`config.mk`:
```
export PLATFORM = sky130hd
export DESIGN_NAME = word_serializer
export DESIGN_NICKNAME = d
export VERILOG_FILES = /design/src/rtl/serializer_pkg.sv /design/src/rtl/ser_shift_reg.sv /design/src/rtl/word_serializer.sv
export SDC_FILE = /design/constraint.sdc
export NUM_CORES = 1
export LEC_CHECK = 0
export ABC_AREA = 1
export BUFFER_PORTS_ARGS = -buffer_cell sky130_fd_sc_hd__buf_2
export CAP_MARGIN = 30
export CORE_AREA = 2 2 39 41
export DETAILED_ROUTE_END_ITERATION = 8
export DIE_AREA = 0 0 41 43
export HOLD_SLACK_MARGIN = 0.02
export PLACE_DENSITY = 0.76
export REMOVE_ABC_BUFFERS = 1
export SLEW_MARGIN = 0
export SYNTH_ARGS = -nofsm -noshare
export SYNTH_HDL_FRONTEND = slang
export SYNTH_SLANG_ARGS = --single-unit
```
`constraint.sdc`:
```
create_clock -name CLK -period 2.6 [get_ports CLK]
set_clock_uncertainty 0.2 [all_clocks]
set_input_delay 0.52 -clock CLK [delete_from_list [all_inputs] [get_ports CLK]]
set_output_delay 0.52 -clock CLK [all_outputs]
set_load 0.1 [all_outputs]
```
`src/rtl/serializer_pkg.sv`:
```
// serializer_pkg: FSM state type and sizing helpers shared by word_serializer.
// The PARITY state and the parity helper exist only when SERIALIZER_PARITY_EN is defined.
package serializer_pkg;

`ifdef SERIALIZER_PARITY_EN
  typedef enum logic [1:0] {
    IDLE   = 2'b00,
    SHIFT  = 2'b01,
    PARITY = 2'b10
  } state_t;
`else
  typedef enum logic [1:0] {
    IDLE  = 2'b00,
    SHIFT = 2'b01
  } state_t;
`endif

  // Bits needed for a counter that can hold the value 'width'.
  function automatic int cnt_width(input int width);
    return $clog2(width + 1);
  endfunction

`ifdef SERIALIZER_PARITY_EN
  // Even parity: the bit that makes the total number of ones even.
  function automatic logic even_parity(input logic [31:0] word);
    return ^word;
  endfunction
`endif

endpackage

```
`src/rtl/ser_shift_reg.sv`:
```
// ser_shift_reg: WIDTH-bit load/shift register; o_head is the bit currently presented.
// Shifting moves the next bit into the head position and fills the far end with zero.
module ser_shift_reg #(
  parameter int WIDTH     = 4,
  parameter int MSB_FIRST = 0
) (
  input  logic             i_clk,
  input  logic             i_rst_n,
  input  logic             i_en,
  input  logic             i_load,
  input  logic             i_shift,
  input  logic [WIDTH-1:0] i_d,
  output logic             o_head
);

  logic [WIDTH-1:0] r_q;
  logic [WIDTH-1:0] w_shifted;

  generate
    if (MSB_FIRST != 0) begin : g_msb
      assign w_shifted = {r_q[WIDTH-2:0], 1'b0};
      assign o_head    = r_q[WIDTH-1];
    end else begin : g_lsb
      assign w_shifted = {1'b0, r_q[WIDTH-1:1]};
      assign o_head    = r_q[0];
    end
  endgenerate

  // Word storage: load has priority over shift; everything holds while disabled.
  always_ff @(posedge i_clk or negedge i_rst_n) begin
    if (!i_rst_n) begin
      r_q <= {WIDTH{1'b0}};
    end else if (i_en && i_load) begin
      r_q <= i_d;
    end else if (i_en && i_shift) begin
      r_q <= w_shifted;
    end else begin
      r_q <= r_q;
    end
  end

endmodule

```
`src/rtl/word_serializer.sv`:
```
// word_serializer: captures a WIDTH-bit word and sends it bit by bit over a valid/ready link.
// Define SERIALIZER_PARITY_EN to append one even-parity bit after the data bits.
module word_serializer
  import serializer_pkg::*;
#(
  parameter int WIDTH     = 4,
  parameter int MSB_FIRST = 0
) (
  input  logic             CLK,
  input  logic             RESET,
  input  logic             ENABLE,
  input  logic [WIDTH-1:0] D,
  input  logic             LOAD,
  output logic             BUSY,
  output logic             SOUT,
  output logic             SVALID,
  input  logic             SREADY,
  output logic             DONE
);

  localparam int            CW       = cnt_width(WIDTH);
  localparam logic [CW-1:0] CNT_ZERO = {CW{1'b0}};
  localparam logic [CW-1:0] CNT_ONE  = CW'(32'd1);
  localparam logic [CW-1:0] CNT_LAST = CW'(WIDTH - 32'sd1);

  state_t        r_state;
  state_t        w_state_nxt;
  logic [CW-1:0] r_cnt;
  logic [CW-1:0] w_cnt_nxt;
  logic          r_svalid;
  logic          w_svalid_nxt;
  logic          r_busy;
  logic          w_busy_nxt;
  logic          r_done;
  logic          w_done_nxt;
  logic          w_sr_load;
  logic          w_sr_shift;
  logic          w_head;
  logic          w_accept;

  assign w_accept = r_svalid & SREADY & ENABLE;

  ser_shift_reg #(
    .WIDTH    (WIDTH),
    .MSB_FIRST(MSB_FIRST)
  ) u_shift (
    .i_clk  (CLK),
    .i_rst_n(RESET),
    .i_en   (ENABLE),
    .i_load (w_sr_load),
    .i_shift(w_sr_shift),
    .i_d    (D),
    .o_head (w_head)
  );

`ifdef SERIALIZER_PARITY_EN
  logic r_parity;

  // Parity of the captured word, presented once all data bits have gone out.
  always_ff @(posedge CLK or negedge RESET) begin
    if (!RESET) begin
      r_parity <= 1'b0;
    end else if (ENABLE && w_sr_load) begin
      r_parity <= even_parity(32'(D));
    end else begin
      r_parity <= r_parity;
    end
  end

  assign SOUT = r_svalid & ((r_state == PARITY) ? r_parity : w_head);
`else
  // The register drains to zero, but gating with valid keeps SOUT low between words.
  assign SOUT = r_svalid & w_head;
`endif

  // State register.
  always_ff @(posedge CLK or negedge RESET) begin
    if (!RESET) begin
      r_state <= IDLE;
    end else if (ENABLE) begin
      r_state <= w_state_nxt;
    end else begin
      r_state <= r_state;
    end
  end

  // Next-state, counter and handshake decode.
  always_comb begin
    w_state_nxt  = r_state;
    w_cnt_nxt    = r_cnt;
    w_svalid_nxt = r_svalid;
    w_busy_nxt   = r_busy;
    w_done_nxt   = 1'b0;
    w_sr_load    = 1'b0;
    w_sr_shift   = 1'b0;
    case (r_state)
      IDLE: begin
        if (LOAD) begin
          w_state_nxt  = SHIFT;
          w_cnt_nxt    = CNT_ZERO;
          w_svalid_nxt = 1'b1;
          w_busy_nxt   = 1'b1;
          w_sr_load    = 1'b1;
        end else begin
          w_svalid_nxt = 1'b0;
          w_busy_nxt   = 1'b0;
        end
      end
      SHIFT: begin
        if (w_accept) begin
          w_sr_shift = 1'b1;
          if (r_cnt == CNT_LAST) begin
            w_cnt_nxt = CNT_ZERO;
`ifdef SERIALIZER_PARITY_EN
            w_state_nxt = PARITY;
`else
            w_state_nxt  = IDLE;
            w_svalid_nxt = 1'b0;
            w_busy_nxt   = 1'b0;
            w_done_nxt   = 1'b1;
`endif
          end else begin
            w_cnt_nxt = r_cnt + CNT_ONE;
          end
        end else begin
          w_sr_shift = 1'b0;
        end
      end
`ifdef SERIALIZER_PARITY_EN
      PARITY: begin
        if (w_accept) begin
          w_state_nxt  = IDLE;
          w_svalid_nxt = 1'b0;
          w_busy_nxt   = 1'b0;
          w_done_nxt   = 1'b1;
        end else begin
          w_state_nxt = PARITY;
        end
      end
`endif
      default: begin
        w_state_nxt  = IDLE;
        w_cnt_nxt    = CNT_ZERO;
        w_svalid_nxt = 1'b0;
        w_busy_nxt   = 1'b0;
      end
    endcase
  end

  // Counter and registered handshake outputs; all hold while ENABLE is low.
  always_ff @(posedge CLK or negedge RESET) begin
    if (!RESET) begin
      r_cnt    <= CNT_ZERO;
      r_svalid <= 1'b0;
      r_busy   <= 1'b0;
      r_done   <= 1'b0;
    end else if (ENABLE) begin
      r_cnt    <= w_cnt_nxt;
      r_svalid <= w_svalid_nxt;
      r_busy   <= w_busy_nxt;
      r_done   <= w_done_nxt;
    end else begin
      r_cnt    <= r_cnt;
      r_svalid <= r_svalid;
      r_busy   <= r_busy;
      r_done   <= r_done;
    end
  end

  assign BUSY   = r_busy;
  assign SVALID = r_svalid;
  assign DONE   = r_done;

endmodule

```
==> impl_metrics.toml, run 1 <==
[synth]
synth.yosys.warnings = 0
ys_ff_latch = 10
syn_area_per_cell_um2 = 8.179
syn_inst = 67
synth_cell_area_um2 = 548.0
yosysUniqueCellTypes = 15
synth_seq_area_share_pct = 45.66

[cts]
cts_buffer_depth = 2
insertion_delay_ns = 0.26
cts-buffers-inserted = 3
clock_tree.htree_level_count = 1
postCtsSetupRepairBufs = 0
clk_pin_slew_worst_paths_ns = 0.07
cts_tree = "yes"
cts_root_buffer = "sky130_fd_sc_hd__clkbuf_4"
cts_num_sinks = 10

[power]
switching_share_pct = 49.99
cellLeakagePower_uw = 0.0003645
cell_internal_pwr_uw = 386.0
combPwrFrac_pct = 47.3
power.share.clock_pct = 18.1
irDropWorstVdd_uv = 383.2
share_seq_of_total_power_pct = 34.7
power.switching_uw = 385.9
total_power_uw = 771.9
cellPowerDensity_nw_per_um2 = 1191

[sta]
finalWorstPathRequiredPeriod_ns = 1.980
max-slew-margin-rel_pct = 67.86
rsz_0062_raised_after_global_routing = "no"
final_max_slew_viol_count = 0
finalHoldViolations = 0
maxClockFrequency_mhz = 505.0
worst-slew-pin-transition_ns = 0.4854
fin_tns_setup_ns = 0
final.period_utilization_pct = 76.16
worst_hold_slack_ns = 0.3130
setup_violations = 0

[outcome]
outcome = "finished, final reports clean"

[routing]
detail_route.wirelength_um = 1025
detailroute.via_count = 485
antenna_violating_nets_post_route = 0
detail_route.vias_per_cell = 5.000
wl_per_cell_um = 10.57
drc_errors = 0
first_iter_violations = 8
detail_route.first_pass.iterations = 4

[cells_and_area]
fraction_of_layout_instances_using_a_drive_strength_above_1_pct = 25.93
final_core_util_pct = 46.84
insertedDiodeCount = 0
most-common-layout-cells = "28 x sky130_fd_sc_hd__nand2_1, 12 x sky130_fd_sc_hd__buf_2, 10 x sky130_fd_sc_hd__dfrtp_1"
syn_to_final_growth_pct = 18.26
finish.net_count = 92
layout.cells.most_common = "sky130_fd_sc_hd__nand2_1"
design_area_final_um2 = 648.1

[global_route]
globalRouteOverflowTotal = 0
maximum_number_of_pins_on_one_net_before_global_route_repair = 14
grt-busiest-layer = "met2"
use_met1_pct = 16.67
grt_first_pass_wirelength_um = 1656
initial_antenna_violation_count = 0
via_count_of_the_first_global_routing_pass = 381
grtUsageTotal_pct = 14.31
grt_use_met3_pct = 6.283
globalRouteMet2Util_pct = 20.94

[setup_path]
cp.required_ns = 1.88
startpoint_type = "flop"
cpPeakStageDelay_ns = 0.46
ff2ff_setup_slack_ns = 1.25
critical_path_arrival_ns = 1.26
crit_slowest_cell = "sky130_fd_sc_hd__dfrtp_1"
crit_path_end_kind = "primary output"
timing.critical_path.cells = "nand2_1, inv_1, buf_2"
worst-path-max-fanout = 6
critical_path.n_buffers_inverters = 2
critical_setup_path_class = "reg -> out"
critical-path-top-delay-family = "flip-flops"

[place]
globalplace.congestion = 0.7355
total_cell_area_at_the_placement_stage_um2 = 601.8
io_buffer_count = 12

[hold_path]
worst_hold_path_type = "reg -> reg"

[floorplanning]
number_of_top_level_design_ports = 13
start_util_pct = 39.60
design.core.area_um2 = 1384
placementRows = 14
die-area_um2 = 1763
floorplan.die.width_um = 41
die_h_um = 43

[job]
max-cap-violations = 0
-- worst register-to-register path, stage by stage (launching register included) --
cell and delay (ns):
sky130_fd_sc_hd__dfrtp_1 0.45, sky130_fd_sc_hd__inv_2 0.16, sky130_fd_sc_hd__nand3_4 0.17, sky130_fd_sc_hd__nand2_2 0.18, sky130_fd_sc_hd__nand2_1 0.08, sky130_fd_sc_hd__nand2_1 0.05
-- metrics by stage --
step / worst slack (ns) / instances
2_1_floorplan: -0.4568 / 64
3_3_place_gp: 0.9372 / 92
3_5_place_dp: 0.8952 / 92
4_1_cts: 0.6029 / 97
5_1_grt: 0.5315 / 97
6_report: 0.6197 / 97
-- metal layers --
| layer | vias up | wire [µm] |
|---|---|---|
| met5 | - | 0 |
| met4 | 0 | 27 |
| met3 | 4 | 56 |
| met2 | 14 | 497 |
| met1 | 219 | 442 |
| li1 | 248 | - |
-- path summary, 6_finish.rpt --
kind / startpoint / endpoint / depth (start not counted)
worst min register to register: u_shift.r_q[1] / u_shift.r_q[1] / 2
worst min-delay path: u_shift.r_q[1] / u_shift.r_q[1] / 2
worst max-delay path: BUSY / SOUT / 3
max in group asynchronous: RESET / r_cnt[0] / 2
min in group asynchronous: RESET / u_shift.r_q[0] / 2
worst max register to register: r_state[0] / u_shift.r_q[2] / 5
-- cells by family after synthesis --
group	share of synthesized area (%)
simple gates	42.69
fa+ha+maj	2.283
flops	45.66
buf+inv	8.217
compound gates	1.142
-- registers in the layout, summed over array words and instances (netlist names) --
name	count
u_shift.r_q	4
r_state	1
r_cnt	3
BUSY	1
DONE	1
-- synthesized netlist by cell type --
master / number / share of area [%]
sky130_fd_sc_hd__nor3_1: 1 / 0.91
sky130_fd_sc_hd__nand3_4: 1 / 3.2
sky130_fd_sc_hd__nand4_4: 1 / 3.9
sky130_fd_sc_hd__nand2_1: 28 / 19
sky130_fd_sc_hd__nor2_1: 2 / 1.4
sky130_fd_sc_hd__buf_4: 2 / 2.7
sky130_fd_sc_hd__ha_1: 1 / 2.3
sky130_fd_sc_hd__buf_6: 1 / 2.1
sky130_fd_sc_hd__inv_2: 1 / 0.68
sky130_fd_sc_hd__o22ai_1: 1 / 1.1
sky130_fd_sc_hd__nand2_2: 2 / 2.3
sky130_fd_sc_hd__dfrtp_1: 10 / 46
sky130_fd_sc_hd__nand3_1: 8 / 7.3
sky130_fd_sc_hd__nand4_1: 4 / 4.6
sky130_fd_sc_hd__inv_1: 4 / 2.7
-- repair_timing --
action,4_1_cts,5_1_grt
hold endpoints to repair,10,0
setup endpoints to repair,0,0
resized for setup,0,0
hold buffers,1,0
-- layout make-up --
type	instances	area, µm²
Sequential cell	10	250.2
Multi-Input combinational cell	49	252.7
Clock buffer	4	36.28
Tap cell	16	20.02
Timing Repair Buffer	13	70.07
Fill cell	142	735.7
Inverter	5	18.77
-- power by group through the flow --
| stage | combinational (µW) | clock (µW) | sequential, µW |
|---|---|---|---|
| 2_1_floorplan | 185 | 0 | 379 |
| 3_3_place_gp | 360 | 0 | 266 |
| 3_5_place_dp | 366 | 0 | 272 |
| 4_1_cts | 368 | 143 | 269 |
| 5_1_grt | 400 | 150 | 277 |
| 6_report | 365 | 139 | 268 |
Power figures use the tool's default switching activity.
==> inputs of run 2 (changes only) <==
==> constraint.sdc (replaced) <==
create_clock -name CLK -period 1.9 [get_ports CLK]
set_clock_uncertainty 0.2 [all_clocks]
set_input_delay 0.38 -clock CLK [delete_from_list [all_inputs] [get_ports CLK]]
set_output_delay 0.38 -clock CLK [all_outputs]
set_load 0.1 [all_outputs]
==> impl_metrics.toml, run 2 (synthesized netlist as in run 1, its figures left out) <==
[outcome]
outcome = "finished, final reports clean"

[floorplanning]
floorplan.die.width_um = 41
placementRows = 14
die-area_um2 = 1763
start_util_pct = 39.60
design.core.area_um2 = 1384
die_h_um = 43
number_of_top_level_design_ports = 13

[cells_and_area]
layout.cells.most_common = "sky130_fd_sc_hd__nand2_1"
syn_to_final_growth_pct = 18.72
finish.net_count = 92
fraction_of_layout_instances_using_a_drive_strength_above_1_pct = 25.93
flip_flop_count_of_the_largest_register_all_copies_and_words_added = 4
instances_no_fill = 97
largest-register = "u_shift.r_q"
most-common-layout-cells = "28 x sky130_fd_sc_hd__nand2_1, 11 x sky130_fd_sc_hd__buf_2, 10 x sky130_fd_sc_hd__dfrtp_1"
insertedDiodeCount = 0
largest_registers = "u_shift.r_q (4), r_cnt (3)"

[global_route]
maximum_number_of_pins_on_one_net_before_global_route_repair = 14
globalRouteOverflowTotal = 0
grt_first_pass_wirelength_um = 1656
via_count_of_the_first_global_routing_pass = 381
initial_antenna_violation_count = 0
grtUsageTotal_pct = 14.31

[power]
combPwrFrac_pct = 47.4
total_power_uw = 1060
power.switching_uw = 528.6
cell_internal_pwr_uw = 531.2
cellLeakagePower_uw = 0.0003640
cellPowerDensity_nw_per_um2 = 1629
share_seq_of_total_power_pct = 34.6
switching_share_pct = 49.88
irDropWorstVdd_uv = 524.3
power.share.clock_pct = 18.0

[routing]
detail_route.wirelength_um = 1023
detailroute.via_count = 485
antenna_violating_nets_post_route = 0
first_iter_violations = 8
drc_errors = 0
wl_per_cell_um = 10.55
detail_route.first_pass.iterations = 4
detail_route.vias_per_cell = 5.000

[sta]
final_max_slew_viol_count = 0
final.period_utilization_pct = 93.32
setup_ws_ns = 0.1270
finalHoldViolations = 0
setup_violations = 0
maxClockFrequency_mhz = 564.0
max-slew-margin-rel_pct = 67.86
finalWorstPathRequiredPeriod_ns = 1.773
rsz_0062_raised_after_global_routing = "no"
worst-slew-pin-transition_ns = 0.4855

[cts]
cts_root_buffer = "sky130_fd_sc_hd__clkbuf_4"
postCtsSetupRepairBufs = 0
cts_tree = "yes"
cts_num_sinks = 10
clk_pin_slew_worst_paths_ns = 0.07
insertion_delay_ns = 0.26
cts_buffer_depth = 2
cts-buffers-inserted = 3
clock_tree.htree_level_count = 1

[place]
dp.cells = 92
io_buffer_count = 12
globalplace.congestion = 0.7355
preCtsSetupSlack_ns = 0.3352

[setup_path]
worst-path-max-fanout = 6
startpoint_type = "flop"
ff2ff_setup_slack_ns = 0.55
crit_path_end_kind = "primary output"
critical-path-top-delay-family = "buffers and inverters"
timing.critical_path.cells = "buf_2"
critical_path_arrival_ns = 1.19
critical_path.n_buffers_inverters = 1
critical_setup_path_class = "reg -> out"
cpPeakStageDelay_ns = 0.47
cp.required_ns = 1.32
crit_slowest_cell = "sky130_fd_sc_hd__buf_2"

[job]
max-cap-violations = 0

[hold_path]
worst_hold_path_type = "in -> reg"
## run 2: cell types whose count changed in the layout (fill, tap and decap cells not counted)
cell                       previous run  this run
sky130_fd_sc_hd__buf_2               12        11
sky130_fd_sc_hd__clkbuf_4             3         4
## run 2: final cells by class
class	count	area [µm²]
fillers	141	733.2
multi-input cells	49	252.7
flip-flops and latches	10	250.2
repair buffers	13	72.57
clock buffers	4	36.28
well taps	16	20.02
inverters	5	18.77
## run 2: metrics by stage
step                      hold WS [ns]  setup TNS (ns)  util (%)  instance area, µm²
after floorplan                -0.1156          -6.418         -               521.8
after global placement         0.05160               0     43.49               601.8
after detailed placement       0.05065               0     43.49               601.8
after CTS                       0.1756               0     46.84               648.1
after global routing            0.1845               0     47.02               650.6
final                           0.1753               0     47.02               650.6
## run 2: power groups by stage
stage | clock, µW | combinational [µW] | sequential (µW)
floorplan | 0 | 253 | 519
global placement | 0 | 493 | 365
detailed placement | 0 | 500 | 372
CTS | 195 | 503 | 368
global route | 205 | 550 | 379
finish | 191 | 503 | 366
## run 2: routing by layer
metal	vias to the layer above	global-route usage, %	part of all wire, %
met5	-	0	0
met4	0	8.000	2.6
li1	248	-	-
met2	14	20.94	49
met3	4	6.283	5.4
met1	219	16.67	43
## run 2: timing repair
item,4_1_cts,5_1_grt
hold endpoints to repair,10,0
setup endpoints to repair,0,1
hold buffers,1,0
gates resized for setup,0,1
## run 2: final timing paths
| path | from | end | cells after the start |
|---|---|---|---|
| max in group asynchronous | RESET | r_cnt[0] | 2 |
| worst min-delay path | D[3] | u_shift.r_q[3] | 3 |
| worst min register to register | u_shift.r_q[1] | u_shift.r_q[1] | 2 |
| worst max-delay path | BUSY | BUSY | 1 |
| worst max register to register | r_state[0] | u_shift.r_q[2] | 5 |
| min in group asynchronous | RESET | u_shift.r_q[0] | 2 |
